$ cat src/rtl/tl_rx_vc_cpl_buffer_ptr_ctrl.sv
// tl_rx_vc_cpl_buffer_ptr_ctrl
// Pointer and occupancy manager for one VC's completion header/data buffers.
// The write side stages data under a pending pointer and publishes it with the
// header on commit. An abort rolls the pending pointer back. The read side
// advances from the read handler's completion control bus. Each applied read
// step is echoed one cycle later as a flow-control credit return.
// Optional feature macro: CPL_PTR_ERR_CHK_EN. When defined, overflowing writes
// or commits and underflowing reads are rejected and raise sticky error flags.
// When undefined, every increment applies and the error outputs are tied low.
module tl_rx_vc_cpl_buffer_ptr_ctrl #(
  parameter int HDR_DEPTH_LOG2       = 5,
  parameter int DATA_DEPTH_LOG2      = 8,
  parameter int R_CTRL_BUS_WIDTH     = 6,
  parameter int DATA_INCR_MODE_WIDTH = 3,
  parameter int WR_INC_WIDTH         = 3
) (
  input  logic                            i_clk,
  input  logic                            i_n_rst,
  input  logic                            i_data_wr_en,
  input  logic [WR_INC_WIDTH-1:0]         i_data_wr_count,
  input  logic                            i_cpl_commit,
  input  logic                            i_cpl_abort,
  input  logic [R_CTRL_BUS_WIDTH-1:0]     i_r_completion_ctrl,
  output logic [HDR_DEPTH_LOG2-1:0]       o_hdr_wr_addr,
  output logic [HDR_DEPTH_LOG2-1:0]       o_hdr_rd_addr,
  output logic [DATA_DEPTH_LOG2-1:0]      o_data_wr_addr,
  output logic [DATA_DEPTH_LOG2-1:0]      o_data_rd_addr,
  output logic [1:0]                      o_vcn_cpl_r_empty_flags,
  output logic                            o_hdr_full,
  output logic [DATA_DEPTH_LOG2:0]        o_data_free,
  output logic                            o_fc_hdr_ret,
  output logic [DATA_INCR_MODE_WIDTH-1:0] o_fc_data_ret,
  output logic                            o_ovf_err,
  output logic                            o_unf_err
);

  // Pointer widths carry one extra wrap bit above the address.
  localparam int HP = HDR_DEPTH_LOG2 + 1;
  localparam int DP = DATA_DEPTH_LOG2 + 1;
  localparam int IW = R_CTRL_BUS_WIDTH - 3;

  logic [HP-1:0] r_hdr_wr;
  logic [HP-1:0] r_hdr_rd;
  logic [DP-1:0] r_data_pend_wr;
  logic [DP-1:0] r_data_cmt_wr;
  logic [DP-1:0] r_data_rd;
  logic                            r_fc_hdr_ret;
  logic [DATA_INCR_MODE_WIDTH-1:0] r_fc_data_ret;
  logic                            r_ovf_err;
  logic                            r_unf_err;

  // Read-side bus fields; the alignment bit (LSB) is not used here.
  logic          w_hdr_inc_en;
  logic          w_data_inc_en;
  logic [IW-1:0] w_inc_value;
  assign w_hdr_inc_en  = i_r_completion_ctrl[R_CTRL_BUS_WIDTH-1];
  assign w_data_inc_en = i_r_completion_ctrl[R_CTRL_BUS_WIDTH-2];
  assign w_inc_value   = i_r_completion_ctrl[R_CTRL_BUS_WIDTH-3:1];

  logic [DP-1:0] w_wr_cnt;
  logic [DP-1:0] w_rd_cnt;
  logic [DP-1:0] w_occ_pend;
  logic [DP-1:0] w_occ_cmt;
  logic [DP-1:0] w_data_free;
  logic          w_hdr_empty;
  logic          w_data_empty;
  logic          w_hdr_full;

  assign w_wr_cnt     = DP'(i_data_wr_count);
  assign w_rd_cnt     = DP'(w_inc_value);
  assign w_occ_pend   = r_data_pend_wr - r_data_rd;
  assign w_occ_cmt    = r_data_cmt_wr - r_data_rd;
  // Capacity minus pending occupancy; 0..2^DATA_DEPTH_LOG2 fits in DP bits.
  assign w_data_free  = DP'(2 ** DATA_DEPTH_LOG2) - w_occ_pend;
  assign w_hdr_empty  = (r_hdr_wr == r_hdr_rd);
  assign w_data_empty = (r_data_cmt_wr == r_data_rd);
  assign w_hdr_full   = ((r_hdr_wr ^ r_hdr_rd) == {1'b1, {HDR_DEPTH_LOG2{1'b0}}});

  // Acceptance of each increment. An abort discards the same-cycle write and
  // suppresses the commit, so neither is counted as an overflow attempt.
  logic w_wr_ok;
  logic w_cmt_ok;
  logic w_hdr_rd_ok;
  logic w_data_rd_ok;
  logic w_ovf_evt;
  logic w_unf_evt;

`ifdef CPL_PTR_ERR_CHK_EN
  logic w_wr_req;
  logic w_cmt_req;
  assign w_wr_req     = i_data_wr_en && !i_cpl_abort;
  assign w_cmt_req    = i_cpl_commit && !i_cpl_abort;
  assign w_wr_ok      = w_wr_req && (w_wr_cnt <= w_data_free);
  assign w_cmt_ok     = w_cmt_req && !w_hdr_full;
  assign w_hdr_rd_ok  = w_hdr_inc_en && !w_hdr_empty;
  assign w_data_rd_ok = w_data_inc_en && (w_rd_cnt <= w_occ_cmt);
  assign w_ovf_evt    = (w_wr_req && !w_wr_ok) || (w_cmt_req && !w_cmt_ok);
  assign w_unf_evt    = (w_hdr_inc_en && !w_hdr_rd_ok) || (w_data_inc_en && !w_data_rd_ok);
`else
  assign w_wr_ok      = i_data_wr_en && !i_cpl_abort;
  assign w_cmt_ok     = i_cpl_commit && !i_cpl_abort;
  assign w_hdr_rd_ok  = w_hdr_inc_en;
  assign w_data_rd_ok = w_data_inc_en;
  assign w_ovf_evt    = 1'b0;
  assign w_unf_evt    = 1'b0;
`endif

  // Pending pointer including this cycle's accepted write; this is what a
  // commit publishes.
  logic [DP-1:0] w_pend_plus;
  assign w_pend_plus = r_data_pend_wr + (w_wr_ok ? w_wr_cnt : '0);

  // Write-side and read-side pointer updates, applied independently.
  always_ff @(posedge i_clk or negedge i_n_rst) begin
    if (!i_n_rst) begin
      r_hdr_wr       <= '0;
      r_hdr_rd       <= '0;
      r_data_pend_wr <= '0;
      r_data_cmt_wr  <= '0;
      r_data_rd      <= '0;
    end else begin
      if (i_cpl_abort) begin
        r_data_pend_wr <= r_data_cmt_wr;
      end else begin
        r_data_pend_wr <= w_pend_plus;
      end
      if (w_cmt_ok) begin
        r_data_cmt_wr <= w_pend_plus;
        r_hdr_wr      <= r_hdr_wr + 1'b1;
      end
      if (w_hdr_rd_ok) begin
        r_hdr_rd <= r_hdr_rd + 1'b1;
      end
      if (w_data_rd_ok) begin
        r_data_rd <= r_data_rd + w_rd_cnt;
      end
    end
  end

  // Credit returns echo the applied read steps; error flags are sticky.
  always_ff @(posedge i_clk or negedge i_n_rst) begin
    if (!i_n_rst) begin
      r_fc_hdr_ret  <= 1'b0;
      r_fc_data_ret <= '0;
      r_ovf_err     <= 1'b0;
      r_unf_err     <= 1'b0;
    end else begin
      r_fc_hdr_ret  <= w_hdr_rd_ok;
      r_fc_data_ret <= w_data_rd_ok ? DATA_INCR_MODE_WIDTH'(w_inc_value) : '0;
      r_ovf_err     <= r_ovf_err | w_ovf_evt;
      r_unf_err     <= r_unf_err | w_unf_evt;
    end
  end

  assign o_hdr_wr_addr           = r_hdr_wr[HDR_DEPTH_LOG2-1:0];
  assign o_hdr_rd_addr           = r_hdr_rd[HDR_DEPTH_LOG2-1:0];
  assign o_data_wr_addr          = r_data_pend_wr[DATA_DEPTH_LOG2-1:0];
  assign o_data_rd_addr          = r_data_rd[DATA_DEPTH_LOG2-1:0];
  assign o_vcn_cpl_r_empty_flags = {w_hdr_empty, w_data_empty};
  assign o_hdr_full              = w_hdr_full;
  assign o_data_free             = w_data_free;
  assign o_fc_hdr_ret            = r_fc_hdr_ret;
  assign o_fc_data_ret           = r_fc_data_ret;
  assign o_ovf_err               = r_ovf_err;
  assign o_unf_err               = r_unf_err;

endmodule

$ cat config.mk
export PLATFORM = sky130hd
export DESIGN_NAME = tl_rx_vc_cpl_buffer_ptr_ctrl
export DESIGN_NICKNAME = d
export VERILOG_FILES = /design/src/rtl/tl_rx_vc_cpl_buffer_ptr_ctrl.sv
export SDC_FILE = /design/constraint.sdc
export NUM_CORES = 1
export LEC_CHECK = 0
export BUFFER_PORTS_ARGS = -buffer_cell sky130_fd_sc_hd__buf_2
export CORE_ASPECT_RATIO = 1.5
export CORE_MARGIN = 1
export CORE_UTILIZATION = 59
export CTS_CLUSTER_SIZE = 10
export DETAILED_ROUTE_END_ITERATION = 16
export PLACE_DENSITY = 0.84
export SYNTH_ARGS = -nofsm -noshare
export SYNTH_HDL_FRONTEND = slang
export SYNTH_SLANG_ARGS = --single-unit
export TNS_END_PERCENT = 1
$ cat constraint.sdc
create_clock -name i_clk -period 4.6 [get_ports i_clk]
set_input_delay 0.69 -clock i_clk [delete_from_list [all_inputs] [get_ports i_clk]]
set_output_delay 0.69 -clock i_clk [all_outputs]
set_load 0.01 [all_outputs]
==> results of run 1 <==
## per-stage QoR
stage	cell area, sq um	total power, mW	setup slack [ns]	cells	utilization, %
2_1_floorplan	2790	1.78	1.81	272	-
3_3_place_gp	2890	2.04	1.62	356	63.7
3_5_place_dp	2890	2.11	1.59	356	63.7
4_1_cts	2980	2.34	1.25	364	65.5
5_1_grt	2980	2.54	1.13	364	65.5
6_report	2980	2.32	1.28	364	65.5
## state kept, by name, indices dropped and copies added, names as in the netlist
register        count
o_fc_hdr_ret        1
r_hdr_rd            6
r_data_pend_wr      9
r_data_rd           9
r_hdr_wr            6
r_data_cmt_wr       9
o_fc_data_ret       3
## per-layer routing
layer	wire [um]	part of all wire [%]
met4	87	1.7
met1	1940	39
met3	152	3.0
met2	2810	56
met5	0	0
## cells by family after synthesis
logic type | after synthesis | synth area share [%]
simple gates | 69 | 13.0
buf+inv | 49 | 10.7
xor+xnor | 44 | 13.9
flops | 43 | 38.7
fa+ha+maj | 26 | 12.5
compound gates | 25 | 5.49
mux | 14 | 5.62
other cells | 1 | 0.135
## cell type report
class | count | area (sq um)
clock inverters | 1 | 5.00
inverters | 15 | 56.3
multi-input cells | 180 | 1410
clock buffers | 7 | 76.3
fillers | 376 | 1570
repair buffers | 54 | 270
flip-flops and latches | 43 | 1080
well taps | 64 | 80.1
## worst reg2reg max path, stage by stage, from the launching register on
cell	delay, ns
dfrtp_1	0.41
ha_1	0.24
fa_1	0.42
a21o_1	0.23
nor3b_1	0.15
xor2_1	0.15
mux2_2	0.27
## power by group
group	switching [mW]	internal (mW)	total (mW)
combinational	0.708	0.669	1.38
sequential	0.194	0.516	0.710
clock	0.122	0.107	0.228
total	1.02	1.29	2.32
## cells in the final DEF (no fill, tap or decap)
cell type / Yosys / final
buf_2: 1 / 54
dfrtp_1: 43 / 43
xnor2_1: 27 / 27
ha_1: 23 / 23
nand2_1: 21 / 21
xor2_1: 17 / 17
inv_1: 15 / 15
mux2_2: 13 / 13
nor2_1: 10 / 10
nand3_1: 8 / 8
a21oi_1: 8 / 8
nand4_1: 7 / 7
and2_1: 6 / 6
o21ai_0: 6 / 6
nor2b_1: 5 / 5
clkbuf_8: 0 / 5
a21o_1: 4 / 4
a31oi_1: 3 / 3
fa_1: 3 / 3
o21a_1: 2 / 2
and3b_1: 2 / 2
nor3b_1: 2 / 2
nand2b_1: 2 / 2
conb_1: 1 / 2
clkbuf_1: 2 / 2
nor2b_4: 1 / 1
o31a_1: 1 / 1
or4b_1: 1 / 1
mux2i_1: 1 / 1
or3_1: 1 / 1
o211a_1: 1 / 1
nor3_1: 1 / 1
nor4_1: 1 / 1
and3_1: 1 / 1
clkinv_2: 0 / 1
## how the worst max path moves through the flow
stage,end
after floorplan,o_data_free[7]
after global placement,o_data_free[7]
after detailed placement,o_data_free[7]
after CTS,o_data_free[7]
after global routing,o_data_free[7]
final,o_data_free[7]
==> metrics.md, run 1 <==
| Metric | Value |
|---|---|
| Slew HR | `38.9%` |
| Failing checks | `DRC` |
| CP top delay family | `adder cells` |
| Worst slew pin tran | `0.917 ns` |
| Via density | `5.28` |
| WP data arrival | `2.63 ns` |
| Setup Buffers After CTS | `0` |
| Global-route wire length before repair | `8510 um` |
| Met3 usage | `3.77%` |
| WP depth | `10` |
| TritonCTS Buffers | `5` |
| Flops & latches, synth | `43` |
| IO Port Bufs | `54` |
| Most heavily used metal layer in global routing | `met2` |
| Full die area | `5000 sq um` |
| Area Overhead vs Synth | `6.97%` |
| # diodes | `0` |
| Fin. max-slew vios | `0` |
| Nets | `339` |
| Vias in the first global route | `1910` |
| Worst-path clk slew | `0.07 ns` |
| Worst skew pair latency | `0.29 ns` |
| Top post-synthesis cells by area | `dfrtp_1 (39%), ha_1 (10%), xnor2_1 (8.5%), buf_4 (8.1%), xor2_1 (5.4%)` |
| Layout cell share with drive strength beyond 1 | `24.7%` |
| # DRC | `4` |
| Die width | `58.1 um` |
| Final setup skew | `0.00337 ns` |
| Pleak | `1.53 nW` |
| Pwr/cell area | `778 nW/um^2` |
| Drt initial violations | `57` |
| Row Count | `30` |
| Reg2reg path depth | `6` |
| Hold buffers post-CTS | `0` |
| Clk root buf | `clkbuf_8` |
| Sequential share of the synthesized area | `38.7%` |
| Critical path fanouts, max | `4` |
| Hold endpoint | `r_hdr_wr[5]$_DFFE_PN0P_` |
| Critical Path End Type | `output port` |
| Area share of the leading cell type in the synthesized netlist | `38.7%` |
| Hold/Removal Path Class | `flop to flop` |
| Fmax achieved | `301 MHz` |
| Core ar. | `4540 sq um` |
| Final Hold Vio Count | `0` |
| Largest net degree at the start of global routing | `44` |
| Htree depth | `2` |
| Period Utilization, post-route | `72.2%` |
| Initial antenna violation count | `0` |
| Synth Area per Inst | `10.3 sq um` |
| Clk buf depth | `2` |
| WHS | `0.492 ns` |
| Cell area after synthesis | `2780 sq um` |
| Detailed Place HPWL | `3990 um` |
| Crit start category | `flop` |
| CP required | `3.91 ns` |
| Fin crit period | `3.32 ns` |
| Starting Density | `61.2%` |
| Max capacitance violation total | `0` |
| Setup TNS | `0 ns` |
| GR met2 Demand/Resource | `40.3%` |
| Routability cong. | `0.805` |
| Sink Count | `43` |
| Synth unique cells | `35` |
| GRT Overall Usage | `22.4%` |
| EDFF count, synth | `0` |
| Yosys warning total | `0` |
| HP Start | `r_hdr_wr[5]$_DFFE_PN0P_` |
| Hold path cells | `1` |
| Synth Instances | `271` |
| Maximum VDD drop | `0.650 mV` |
| CTS tree | `built` |
| Drt total wl | `4990 um` |
| Beginning of the critical path | `r_data_pend_wr[1]$_DFF_PN0_` |
| R2R Path Start | `r_data_pend_wr[0]$_DFF_PN0_` |
| R2r endpoint | `r_data_cmt_wr[8]$_DFFE_PN0P_` |
| Post-cts gate resize count | `0` |
| Die Y | `86.1 um` |
| Critical path buffers and inverters | `3` |
| Yosys top cell by area | `dfrtp_1` |
| Ports | `58` |
| Crit Path Category | `flop to output port` |
| Crit-path max cell delay | `0.47 ns` |
| Crit-path cells | `inv_1, ha_1, ha_1, inv_1, fa_1, nor2b_4, o31a_1, or4b_1, nand3_1, buf_2` |
| R2R setup slack | `2.61 ns` |
| Final ANT Viol Nets | `0` |
| Gr ovfl total | `0` |
| Synth cell count leaders | `dfrtp_1 (43), buf_4 (30), xnor2_1 (27)` |
| First-pass DRT Iterations | `10` |
| Post-synth ARST share | `100%` |
| CP max-delay cell | `or4b_1` |
| DR vias | `1923` |
| Status | `finished, violations left` |
| Top FF cell, synth | `dfrtp_1` |
| Endpoints failing setup | `0` |
| Most common cell in the synthesized netlist | `dfrtp_1` |
| DR WL/cell | `13.7 um` |
| Met1 Usage GRT | `25.4%` |
| RSZ-0062 raised after global routing | `false` |
No activity file was read; power rests on OpenSTA's default activity.
==> run 2, diff against run 1 <==
- CORE_UTILIZATION: 59 -> 55
- PLACE_DENSITY: 0.84 -> 0.79
- clock period: 4.6 -> 3.1 ns (I/O delays scaled with it)
==> metrics.md, run 2 (synthesis results as in run 1) <==
| Metric | Value |
|---|---|
| Status | `complete, no violations (was finished, violations left)` |
| Crit-path cells | `inv_1, ha_1, ha_1, inv_1, fa_2, nor2b_4, o31a_1, or4b_1, nand3_1, buf_2 (was inv_1, ha_1, ha_1, inv_1, fa_1, nor2b_4, o31a_1, or4b_1, nand3_1, buf_2)` |
| Largest net degree at the start of global routing | `44 (unchanged)` |
| Via density | `5.16 (was 5.28)` |
| Setup TNS | `0 ns (unchanged)` |
| Critical path fanouts, max | `3 (was 4)` |
| GRT Overall Usage | `21.5% (was 22.4%)` |
| R2R setup slack | `1.06 ns (was 2.61 ns)` |
| Met1 Usage GRT | `22.9% (was 25.4%)` |
| WP data arrival | `2.52 ns (was 2.63 ns)` |
| Hold buffers post-CTS | `0 (unchanged)` |
| Nets | `344 (was 339)` |
| CP top delay family | `adder cells (unchanged)` |
| Most frequent cells in the layout | `buf_2 (54), dfrtp_1 (41), xnor2_1 (27) (was buf_2 (54), dfrtp_1 (43), xnor2_1 (27))` |
| Clk root buf | `clkbuf_8 (unchanged)` |
| Sink Count | `43 (unchanged)` |
| # diodes | `0 (unchanged)` |
| Core ar. | `4850 sq um (was 4540 sq um)` |
| Fin crit period | `2.98 ns` |
| Area Overhead vs Synth | `8.59% (was 6.97%)` |
| Fmax achieved | `335 MHz` |
| Final Cell Area | `3020 sq um (was 2980 sq um)` |
| Initial antenna violation count | `0 (unchanged)` |
| CTS tree | `built (unchanged)` |
| Row Count | `31 (was 30)` |
| Routability cong. | `0.794 (was 0.805)` |
| Hold/Removal Path Class | `primary input to asynchronous set/reset pin (was flop to flop)` |
| TritonCTS Buffers | `5 (unchanged)` |
| Slew HR | `36.4% (was 38.9%)` |
| Fin. max-slew vios | `0 (unchanged)` |
| # DRC | `0 (was 4)` |
| IO Port Bufs | `54 (unchanged)` |
| Maximum VDD drop | `1.07 mV (was 0.650 mV)` |
| Die width | `60.1 um (was 58.1 um)` |
| Post-Place Cell Area | `2900 sq um (was 2890 sq um)` |
| Worst-path clk slew | `0.08 ns (was 0.07 ns)` |
| Starting Density | `57.4% (was 61.2%)` |
| Layout cell share with drive strength beyond 1 | `26.9% (was 24.7%)` |
| Pwr/cell area | `1150 nW/um^2 (was 778 nW/um^2)` |
| Full die area | `5350 sq um (was 5000 sq um)` |
| DR vias | `1916 (was 1923)` |
| Register Area | `1080 sq um (about the same)` |
| CP required | `2.63 ns (was 3.91 ns)` |
| Crit Path Category | `flop to output port (unchanged)` |
| Drt total wl | `5170 um (was 4990 um)` |
| Critical Path End Type | `output port (unchanged)` |
| Gr ovfl total | `0 (unchanged)` |
| Final setup skew | `0.00594 ns (was 0.00337 ns)` |
| CP max-delay cell | `or4b_1 (unchanged)` |
| Drt initial violations | `43 (was 57)` |
| Max capacitance violation total | `0 (unchanged)` |
| Pleak | `1.56 nW (was 1.53 nW)` |
| Met3 usage | `3.62% (was 3.77%)` |
| Most heavily used metal layer in global routing | `met2 (unchanged)` |
| Pre-CTS setup slack | `0.314 ns (was 1.59 ns)` |
| Detailed Place HPWL | `4020 um (was 3990 um)` |
| Biggest regs | `r_data_cmt_wr: 9 flops, r_data_pend_wr: 9 flops, r_data_rd: 9 flops (unchanged)` |
| GR met2 Demand/Resource | `40.3% (about the same)` |
| Critical path buffers and inverters | `3 (unchanged)` |
| Power after layout | `3.47 mW (was 2.32 mW)` |
| Final Hold Vio Count | `0 (unchanged)` |
| Final WS setup | `0.117 ns (was 1.28 ns)` |
| Final ANT Viol Nets | `0 (unchanged)` |
| Layout fillers | `419 (was 376)` |
| Vias in the first global route | `1865 (was 1910)` |
| DR WL/cell | `13.9 um (was 13.7 um)` |
| Endpoints failing setup | `0 (unchanged)` |
| Ports | `58 (unchanged)` |
| Global-route wire length before repair | `8400 um (was 8510 um)` |
| Crit start category | `flop (unchanged)` |
| Crit-path max cell delay | `0.47 ns (about the same)` |
| Multi-input gate area | `1410 sq um (about the same)` |
| Worst skew pair latency | `0.30 ns (was 0.29 ns)` |
| Util after Layout | `62.3% (was 65.5%)` |
| Most common cell after layout, fill and taps aside | `buf_2 (unchanged)` |
| First-pass DRT Iterations | `4 (was 10)` |
| Clk buf depth | `2 (unchanged)` |
| Die Y | `89.1 um (was 86.1 um)` |
| Period Utilization, post-route | `96.2%` |
| Htree depth | `2 (unchanged)` |
| Worst slew pin tran | `0.954 ns (was 0.917 ns)` |
-- run 2: cell type report --
type	count	share of cell area (%)
multi-input cells	180	46.8
flip-flops and latches	43	35.7
repair buffers	59	10.2
well taps	66	2.73
clock buffers	7	2.53
inverters	15	1.86
clock inverters	1	0.166
-- run 2: worst paths after layout --
| path | to | from | cells past startpoint |
|---|---|---|---|
| max | o_data_free[7] | r_data_pend_wr[1]$_DFF_PN0_ | 10 |
| min | r_hdr_wr[0]$_DFFE_PN0P_ | i_n_rst | 1 |
| max in group asynchronous | r_data_rd[1]$_DFFE_PN0P_ | i_n_rst | 1 |
| max reg2reg | r_data_pend_wr[8]$_DFF_PN0_ | r_data_pend_wr[1]$_DFF_PN0_ | 7 |
| min in group i_clk | o_fc_hdr_ret$_DFF_PN0_ | i_r_completion_ctrl[5] | 1 |
| min reg2reg | r_hdr_wr[5]$_DFFE_PN0P_ | r_hdr_wr[5]$_DFFE_PN0P_ | 1 |
-- run 2: worst register-to-register path, cell delays in order (launching register included) --
cell and delay (ns):
dfrtp_1 0.40, buf_4 0.13, buf_4 0.13, fa_1 0.46
a21o_1 0.23, nor3b_1 0.15, xor2_1 0.15, mux2_2 0.28
-- run 2: through the flow --
| step | hold slack (ns) | cells |
|---|---|---|
| after floorplan | 0.169 | 272 |
| after global placement | 0.475 | 359 |
| after detailed placement | 0.485 | 359 |
| after CTS | 0.334 | 368 |
| after global routing | 0.354 | 371 |
| final | 0.316 | 371 |
-- run 2: repair_timing --
action / CTS / global route
endpoints found under the setup margin: 1 / 1
gates resized for setup: 0 / 3
buffers inserted: 1 / 3
-- run 2: where the power goes --
group	switching [mW]	total, mW	internal [mW]
Clock	0.182	0.340	0.158
Sequential	0.268	1.04	0.768
Combinational	1.07	2.10	1.03
Total	1.52	3.47	1.95
-- run 2: metal layers --
layer  vias up  part of all wire, %
li1        940                    -
met5         -                    0
met1       910                   39
met2        56                   55
met3        10                  3.7
met4         0                  2.2
==> run 3, diff against run 2 <==
- BUFFER_PORTS_ARGS: -buffer_cell sky130_fd_sc_hd__buf_2 -> unset
- CORE_UTILIZATION: 55 -> 64
- DONT_BUFFER_PORTS: unset -> 1
==> metrics.md, run 3 (synthesis results as in run 1) <==
| Metric | Value |
|---|---|
| IO Port Bufs | `0 (was 54)` |
| Reg2reg path depth | `6 (was 7)` |
| Die width | `55.8 um (was 60.1 um)` |
| Row Count | `29 (was 31)` |
| Util after Layout | `66.0% (was 62.3%)` |
| Global-route wire length before repair | `8170 um (was 8400 um)` |
| RSZ-0062 raised after global routing | `false` |
| Fin crit period | `3.01 ns (was 2.98 ns)` |
| # diodes | `0 (unchanged)` |
| Full die area | `4620 sq um (was 5350 sq um)` |
| Via density | `5.91 (was 5.16)` |
| Ports | `58 (unchanged)` |
| Pleak | `1.35 nW (was 1.56 nW)` |
| Non-filler instance count after layout | `296 (was 371)` |
| Beginning of the critical path | `r_data_rd[1]$_DFFE_PN0P_ (was r_data_pend_wr[1]$_DFF_PN0_)` |
| CTS tree | `built (unchanged)` |
| Largest net degree at the start of global routing | `44 (unchanged)` |
| TritonCTS Buffers | `5 (unchanged)` |
| Biggest regs | `r_data_cmt_wr: 9 flops, r_data_pend_wr: 9 flops, r_data_rd: 9 flops (unchanged)` |
| Area Overhead vs Synth | `-0.135% (was 8.59%)` |
| WHS | `0.00641 ns (was 0.316 ns)` |
| Status | `complete, no violations (unchanged)` |
| Post-Place Cell Area | `2620 sq um (was 2900 sq um)` |
| Final WS setup | `0.0885 ns (was 0.117 ns)` |
| Critical path fanouts, max | `6 (was 3)` |
| Fmax achieved | `332 MHz (was 335 MHz)` |
| Most frequent cells in the layout | `dfrtp_1 (42), xnor2_1 (27), ha_1 (23) (was buf_2 (54), dfrtp_1 (41), xnor2_1 (27))` |
| Setup TNS | `0 ns (unchanged)` |
| R2R Path Start | `r_data_pend_wr[0]$_DFF_PN0_ (was r_data_pend_wr[1]$_DFF_PN0_)` |
| Htree depth | `2 (unchanged)` |
| Gr ovfl total | `0 (unchanged)` |
| Crit start category | `flop (unchanged)` |
| Final Cell Area | `2780 sq um (was 3020 sq um)` |
| Max capacitance violation total | `0 (unchanged)` |
| R2r endpoint | `r_data_cmt_wr[8]$_DFFE_PN0P_ (was r_data_pend_wr[8]$_DFF_PN0_)` |
| Core ar. | `4210 sq um (was 4850 sq um)` |
| CP required | `2.63 ns (about the same)` |
| Slew HR | `60.4% (was 36.4%)` |
| Final Hold Vio Count | `0 (unchanged)` |
| Die Y | `82.7 um (was 89.1 um)` |
| Final setup skew | `0.00852 ns (was 0.00594 ns)` |
| Fin. max-slew vios | `0 (unchanged)` |
| First-pass DRT Iterations | `4 (unchanged)` |
| Pre-CTS setup slack | `0.325 ns (was 0.314 ns)` |
| Setup Buffers After CTS | `0 (was 1)` |
| Sink Count | `43 (unchanged)` |
| Crit Path Category | `flop to output port (unchanged)` |
| R2R setup slack | `1.05 ns (was 1.06 ns)` |
| Nets | `289 (was 344)` |
| Most common cell after layout, fill and taps aside | `dfrtp_1 (was buf_2)` |
| Period Utilization, post-route | `97.1% (was 96.2%)` |
| Maximum VDD drop | `1.05 mV (was 1.07 mV)` |
| # DRC | `0 (unchanged)` |
| GRT Overall Usage | `23.5% (was 21.5%)` |
| Layout fillers | `343 (was 419)` |
| Clk root buf | `clkbuf_8 (unchanged)` |
| Worst-path clk slew | `0.08 ns (about the same)` |
| Clk buf depth | `2 (unchanged)` |
| Critical Path End Type | `output port (unchanged)` |
| Drt initial violations | `23 (was 43)` |
| Worst skew pair latency | `0.30 ns (about the same)` |
| DR WL/cell | `17.0 um (was 13.9 um)` |
| Final ANT Viol Nets | `0 (unchanged)` |
| WP data arrival | `2.55 ns (was 2.52 ns)` |
| Vias in the first global route | `1743 (was 1865)` |
| Detailed Place HPWL | `3770 um (was 4020 um)` |
| Setup crit end | `o_data_free[7] (unchanged)` |
| Layout cell share with drive strength beyond 1 | `10.4% (was 26.9%)` |
| Placed insts | `287 (was 359)` |
| Worst slew pin tran | `0.589 ns (was 0.954 ns)` |
| Pwr/cell area | `1180 nW/um^2 (was 1150 nW/um^2)` |
| DR vias | `1748 (was 1916)` |
| Initial antenna violation count | `0 (unchanged)` |
| Endpoints failing setup | `0 (unchanged)` |
| Starting Density | `66.1% (was 57.4%)` |
| Drt total wl | `5020 um (was 5170 um)` |
| Routability cong. | `0.787 (was 0.794)` |
| Hold/Removal Path Class | `primary input to asynchronous set/reset pin (unchanged)` |
| Power after layout | `3.29 mW (was 3.47 mW)` |
[run 3: area by class of cell]
class                   count  area (sq um)  area share, %
multi-input cells         180          1410           50.8
flip-flops and latches     43          1080           38.8
clock buffers               6          72.6           2.61
clock inverters             2          60.1           2.16
well taps                  46          57.6           2.07
inverters                  15          56.3           2.03
repair buffers              4          42.5           1.53
[run 3: routing by layer]
metal / global-route usage, % / vias to the layer above / share of wire, %
li1: - / 828 / -
met1: 23.9 / 863 / 37
met2: 45.3 / 50 / 56
met3: 6.70 / 7 / 4.9
met4: 9.51 / 0 / 2.1
met5: 0 / - / 0
[run 3: worst min path at each step]
| stage | slack [ns] | to | depth (start not counted) |
|---|---|---|---|
| 6_report | 0.006 | r_data_cmt_wr[7]$_DFFE_PN0P_ | 1 |
| 5_1_grt | 0.007 | r_hdr_wr[2]$_DFFE_PN0P_ | 1 |
| 4_1_cts | 0.01 | r_hdr_wr[0]$_DFFE_PN0P_ | 1 |
| 3_5_place_dp | 0.17 | r_hdr_rd[0]$_DFFE_PN0P_ | 0 |
| 3_3_place_gp | 0.17 | r_data_cmt_wr[6]$_DFFE_PN0P_ | 0 |
| 2_1_floorplan | 0.17 | o_fc_data_ret[0]$_DFF_PN0_ | 0 |
[run 3: worst max-delay path, cell delays in order, from the launching register on]
cell and delay (ns):
dfrtp_2 0.48, ha_1 0.30, ha_1 0.21, inv_1 0.07, fa_1 0.25, nor2b_4 0.05
o31a_1 0.27, or4b_1 0.48, nand3_1 0.15
[run 3: timing repair]
action / in CTS / in global routing
endpoints found under the setup margin: 0 / 1
hold buffers: 1 / 0
endpoints found under the hold margin: 43 / 0
gates resized for setup: 0 / 1
[run 3: power breakdown]
group / total, mW / internal, mW / switching, mW
Sequential: 1.14 / 0.765 / 0.379
Combinational: 1.64 / 0.749 / 0.887
Clock: 0.508 / 0.322 / 0.186
